<file path="config.mk">
export PLATFORM = sky130hd
export DESIGN_NAME = mul_pipe
export DESIGN_NICKNAME = d
export VERILOG_FILES = /design/src/rtl/mul_pipe.sv
export SDC_FILE = /design/constraint.sdc
export NUM_CORES = 2
export LEC_CHECK = 0
export ABC_AREA = 1
export CAP_MARGIN = 25
export CORE_MARGIN = 4
export CORE_UTILIZATION = 60
export DETAILED_ROUTE_END_ITERATION = 10
export PLACE_DENSITY_LB_ADDON = 0.25
export SYNTH_ARGS = -nofsm -noshare
export SYNTH_HDL_FRONTEND = slang
export SYNTH_SLANG_ARGS = --single-unit
</file>
<file path="constraint.sdc">
create_clock -name clk_i -period 10.25 [get_ports clk_i]
set_input_delay 2.5625 -clock clk_i [delete_from_list [all_inputs] [get_ports clk_i]]
set_output_delay 2.5625 -clock clk_i [all_outputs]
set_load 0.02 [all_outputs]
</file>
<file path="src/rtl/mul_pipe.sv">
// Two-stage RV32M multiplier: EXE forms four partial products, MEM sums them and
// picks the low or high word, with an optional output register (LATENCY=2).
module mul_pipe #(
  parameter int unsigned LATENCY = 1
) (
  input  logic        clk_i,
  input  logic        rst_ni,
  input  logic        stall_i,
  input  logic        flush_i,
  input  logic        ex_valid_i,
  input  logic [1:0]  ex_op_i,
  input  logic [31:0] ex_rs1_i,
  input  logic [31:0] ex_rs2_i,
  output logic [31:0] mem_mul_result_o,
  output logic        mem_mul_valid_o,
  output logic        busy_o
);

  typedef enum logic [1:0] {
    OP_MUL    = 2'b00,
    OP_MULH   = 2'b01,
    OP_MULHSU = 2'b10,
    OP_MULHU  = 2'b11
  } mul_op_e;

  logic               s1_valid_q, s1_valid_d;
  mul_op_e            s1_op_q, s1_op_d;
  logic        [31:0] pp_ll_q, pp_ll_d;
  logic signed [33:0] pp_lh_q, pp_lh_d;
  logic signed [33:0] pp_hl_q, pp_hl_d;
  logic signed [33:0] pp_hh_q, pp_hh_d;

  logic               a_signed, b_signed;
  logic signed [32:0] a_ext, b_ext;
  logic signed [16:0] a_hi, b_hi;
  logic        [15:0] a_lo, b_lo;
  logic               s1_load;
  logic        [63:0] sum;
  logic        [31:0] sel_word;

  // s1 reloads only when MEM is free: an external stall or our own busy holds it.
  assign s1_load = !stall_i && !busy_o;

  // NOTE: every always_comb output gets a default first so no latch is inferred.
  always_comb begin
    a_signed = (mul_op_e'(ex_op_i) != OP_MULHU);
    b_signed = (mul_op_e'(ex_op_i) == OP_MUL) || (mul_op_e'(ex_op_i) == OP_MULH);
    a_ext    = {a_signed & ex_rs1_i[31], ex_rs1_i};
    b_ext    = {b_signed & ex_rs2_i[31], ex_rs2_i};
    a_hi     = a_ext[32:16];
    b_hi     = b_ext[32:16];
    a_lo     = a_ext[15:0];
    b_lo     = b_ext[15:0];

    s1_valid_d = s1_valid_q;
    s1_op_d    = s1_op_q;
    pp_ll_d    = pp_ll_q;
    pp_lh_d    = pp_lh_q;
    pp_hl_d    = pp_hl_q;
    pp_hh_d    = pp_hh_q;

    if (s1_load) begin
      s1_valid_d = ex_valid_i;
      s1_op_d    = mul_op_e'(ex_op_i);
      pp_ll_d    = 32'(a_lo) * 32'(b_lo);
      pp_lh_d    = 34'($signed({1'b0, a_lo})) * 34'(b_hi);
      pp_hl_d    = 34'(a_hi) * 34'($signed({1'b0, b_lo}));
      pp_hh_d    = 34'(a_hi) * 34'(b_hi);
    end
    if (flush_i) s1_valid_d = 1'b0;
  end

  // NOTE: sequential state uses non-blocking assignments and an async active-low reset.
  always_ff @(posedge clk_i or negedge rst_ni) begin
    if (!rst_ni) begin
      s1_valid_q <= 1'b0;
      s1_op_q    <= OP_MUL;
      pp_ll_q    <= '0;
      pp_lh_q    <= '0;
      pp_hl_q    <= '0;
      pp_hh_q    <= '0;
    end else begin
      s1_valid_q <= s1_valid_d;
      s1_op_q    <= s1_op_d;
      pp_ll_q    <= pp_ll_d;
      pp_lh_q    <= pp_lh_d;
      pp_hl_q    <= pp_hl_d;
      pp_hh_q    <= pp_hh_d;
    end
  end

  // Bits above 63 of the full 66-bit sum are never selected, so the sum is kept mod 2^64.
  always_comb begin
    sum      = (64'(pp_hh_q) << 32) + ((64'(pp_lh_q) + 64'(pp_hl_q)) << 16) + 64'(pp_ll_q);
    sel_word = (s1_op_q == OP_MUL) ? sum[31:0] : sum[63:32];
  end

  if (LATENCY == 2) begin : g_lat2
    logic [31:0] s2_q, s2_d;
    logic        s2_done_q, s2_done_d;
    logic        s2_load;

    // s2 loads on busy alone, so the stall that busy raises cannot block it.
    assign s2_load = s1_valid_q && !s2_done_q;

    always_comb begin
      s2_d      = s2_q;
      s2_done_d = s2_done_q;
      if (s2_load) begin
        s2_d      = sel_word;
        s2_done_d = 1'b1;
      end
      if (s1_load || flush_i) s2_done_d = 1'b0;
    end

    always_ff @(posedge clk_i or negedge rst_ni) begin
      if (!rst_ni) begin
        s2_q      <= '0;
        s2_done_q <= 1'b0;
      end else begin
        s2_q      <= s2_d;
        s2_done_q <= s2_done_d;
      end
    end

    assign busy_o           = s2_load;
    assign mem_mul_valid_o  = s1_valid_q && s2_done_q;
    assign mem_mul_result_o = s2_q;
  end else begin : g_lat1
    assign busy_o           = 1'b0;
    assign mem_mul_valid_o  = s1_valid_q;
    assign mem_mul_result_o = sel_word;
  end

endmodule

</file>
==> flow_summary.ini <==
[synth]
ys.flop_type = sky130_fd_sc_hd__dfrtp_1
synth_async_sr_flop_share_pct = 100
synth.cell_area_um2 = 51500
synth_cell_type_count = 59
synth.avg_cell_area_um2 = 7.35
synth-edff-count = 0
net_count_after_synthesis = 8530
post_synth_inst_count = 7011
synth.yosys.seq_area_share_pct = 6.56
synth_seq_cells = 135
yosys_warnings = 0

[clocking]
cts_root_buffer = sky130_fd_sc_hd__clkbuf_16
cts_repair_resize_count = 0
tritoncts = done
worstSkewPairLatency_ps = 480
cts_setup_buffers = 0
cts_sinks = 135
clk_path_buf_depth = 2
cts_max_level = 4
cts.clk_slew.worst_paths_ps = 70
postCtsHoldBufs = 0
cts_inserted_buffers = 17

[route]
wl_per_cell_um = 19.2
ant_nets = 0
vias_cell = 5.43
routed_wl_um = 157000
drc_errors = 0
number_of_drc_markers_in_iteration_0 = 3320
detailedRoute.firstPassIterationCount = 7
num_vias = 44200

[hold_path]
timing.hold.worst.start = pp_hl_q[8]$_DFFE_PN0N_
holdPathStages = 2
hold_path.class = flip-flop to flip-flop
worst_hold_path.endpoint = pp_hl_q[8]$_DFFE_PN0N_

[outcome]
outcome = complete, no violations

[global_route]
grt_pass1_wl_um = 252000
grt_pass1_vias = 46400
grt_max_degree = 76
grt_util_all_layers_pct = 36.0
grt_antenna_before_repair = 11
remaining_global_route_overflow = 0

[finish]
layout.cells.most_common = sky130_fd_sc_hd__nand2_1
area_growth_syn_to_layout_pct = 5.87
final_net_count = 8497
drive_above_1_share_pct = 4.01
most-common-layout-cells = 1,899 x sky130_fd_sc_hd__nand2_1, 1,893 x sky130_fd_sc_hd__inv_1, 966 x sky130_fd_sc_hd__fa_1

[die]
die_y_um = 301
pin_count = 105
std_cell_rows = 107
die_footprint_um2 = 90600
initial_standard_cell_utilization_of_the_core_pct = 60.5
die-width_um = 301
core-area_um2 = 85100

[critical_path]
timing.critical_path.to_type = flip-flop
critPathKind = input port to flip-flop
cp_common_cell = sky130_fd_sc_hd__fa_1
timing.rr.start = pp_lh_q[28]$_DFFE_PN0N_
r2r-end = pp_lh_q[28]$_DFFE_PN0N_
cells_traversed_along_the_worst_timing_path = clkdlybuf4s50_1 -> nand2_2 -> and2_4 -> nand2_1 -> fa_1 -> fa_1 -> inv_1 -> fa_1 -> fa_1 -> fa_1 -> fa_1 -> ha_1 -> nand2_1 -> nand2_1 -> o21bai_1 -> nand2_1 -> and3_1 -> o221ai_1 -> or2_2 -> nand3_1 -> nand2_1
required_ps = 10620
ff2ff_setup_slack_ps = 9270
cp_data_arrival_time_ps = 9350
start_kind = input port
path_max_fanout = 15
crit_path_max_incr_delay_ps = 820
cpMaxStageDelayCell = sky130_fd_sc_hd__fa_1
worst_r2r_path_depth = 2

[sta]
max_freq_ghz = 0.111
tightestPinTransition_ps = 1080
timing.final.setup_violations = 0
fin_tns_setup_ps = 0
setup_repair_after_global_routing_missed_its_margin = no
maxSlewViolCount = 0
timing.final.crit_period_ps = 8990
max-slew-margin-rel_pct = 27.5
hold_viol = 0
final.period_utilization_pct = 87.7
clock-skew-final_ps = 0

[flow_run]
max-cap-violations = 0

[placed_design]
gpl.final_weighted_congestion = 0.989
place.detailed.hpwl_um = 133000
place.port_buffers = 103
==> cell usage after synthesis, types with 4 or more instances <==
master | instances | area [um^2]
sky130_fd_sc_hd__a21boi_0 | 8 | 60.1
sky130_fd_sc_hd__a21o_1 | 30 | 225
sky130_fd_sc_hd__a21oi_1 | 241 | 1210
sky130_fd_sc_hd__a21oi_2 | 12 | 105
sky130_fd_sc_hd__a31oi_1 | 15 | 93.8
sky130_fd_sc_hd__and3_1 | 5 | 31.3
sky130_fd_sc_hd__clkbuf_1 | 274 | 1030
sky130_fd_sc_hd__dfrtp_1 | 135 | 3380
sky130_fd_sc_hd__fa_1 | 966 | 19300
sky130_fd_sc_hd__ha_1 | 482 | 6030
sky130_fd_sc_hd__inv_1 | 1894 | 7110
sky130_fd_sc_hd__inv_2 | 13 | 48.8
sky130_fd_sc_hd__nand2_1 | 1899 | 7130
sky130_fd_sc_hd__nand2_2 | 13 | 81.3
sky130_fd_sc_hd__nand3_1 | 199 | 996
sky130_fd_sc_hd__nand3b_1 | 10 | 75.1
sky130_fd_sc_hd__nand4_1 | 29 | 181
sky130_fd_sc_hd__nor2_1 | 269 | 1010
sky130_fd_sc_hd__nor2_2 | 5 | 31.3
sky130_fd_sc_hd__nor3_1 | 36 | 180
sky130_fd_sc_hd__nor3_2 | 7 | 70.1
sky130_fd_sc_hd__nor4_1 | 4 | 25.0
sky130_fd_sc_hd__o211ai_1 | 11 | 82.6
sky130_fd_sc_hd__o21a_1 | 7 | 52.6
sky130_fd_sc_hd__o21ai_0 | 137 | 686
sky130_fd_sc_hd__o21ai_1 | 62 | 310
sky130_fd_sc_hd__o21ai_2 | 10 | 87.6
sky130_fd_sc_hd__o21bai_1 | 28 | 210
sky130_fd_sc_hd__o221ai_1 | 5 | 43.8
sky130_fd_sc_hd__o31ai_1 | 4 | 30.0
sky130_fd_sc_hd__or2_1 | 31 | 194
sky130_fd_sc_hd__or2_2 | 39 | 244
sky130_fd_sc_hd__xnor2_1 | 42 | 368
sky130_fd_sc_hd__xor2_1 | 42 | 368
==> metal layers <==
metal / GRT usage, % / wire [um] / up-vias
met1: 46.0 / 61200 / 21500
li1: - / - / 20400
met5: 0 / 69 / -
met3: 6.77 / 13700 / 427
met4: 14.5 / 7160 / 12
met2: 60.6 / 74500 / 1865
==> area by class of cell <==
| class | instances | area, um^2 |
|---|---|---|
| Clock inverter | 15 | 148 |
| Multi-Input combinational cell | 4689 | 39900 |
| Clock buffer | 17 | 425 |
| Tap cell | 1144 | 1430 |
| Timing Repair Buffer | 227 | 2060 |
| Fill cell | 7845 | 30600 |
| Inverter | 1908 | 7160 |
| Sequential cell | 135 | 3380 |
| Antenna cell | 3 | 7.51 |
==> cell families after synthesis <==
kind of cell	count (synthesis)	synth area share, %
fa+ha+maj	1448	49.2
flops	135	6.56
compound gates	597	6.73
other cells	1	0.00728
buf+inv	2187	15.9
simple gates	2559	20.1
xor+xnor	84	1.43
==> worst max-delay path by stage <==
stage / from / endpoint / cells after the start
2_1_floorplan: ex_op_i[1] / pp_hh_q[30]$_DFFE_PN0N_ / 21
3_3_place_gp: ex_rs1_i[21] / pp_hl_q[22]$_DFFE_PN0N_ / 24
3_5_place_dp: ex_op_i[0] / pp_hh_q[30]$_DFFE_PN0N_ / 21
4_1_cts: ex_op_i[0] / pp_hh_q[30]$_DFFE_PN0N_ / 21
5_1_grt: ex_op_i[0] / pp_hh_q[28]$_DFFE_PN0N_ / 21
6_report: ex_op_i[0] / pp_hh_q[30]$_DFFE_PN0N_ / 21
==> critical path, delay by kind of cell <==
family | cells | cell delay (ps)
AO/OA/AOI/OAI | 2 | 390
buffers and inverters | 2 | 760
adder cells (fa/ha/maj) | 7 | 3760
AND/OR/NAND/NOR | 10 | 1870
==> registers in the layout, summed over array words and instances, names as in the netlist <==
register,cells
pp_ll_q,32
pp_hl_q,34
pp_hh_q,32
mem_mul_valid_o,1
s1_op_q,2
pp_lh_q,34
==> metrics by stage <==
stage	utilization [%]	setup slack [ps]	instances	hold slack, ps	instance area, um^2
after global routing	64.1	983	8135	497	54600
after floorplan	-	2320	7011	446	51500
final	64.1	1260	8138	484	54600
after CTS	64.0	1350	8134	484	54500
after detailed placement	63.4	838	8102	466	54000
after global placement	63.4	1030	8102	462	54000
Power is left out: the tool's default activity adds up to more than one toggle a clock period on the data nets, which glitch-free logic cannot reach.
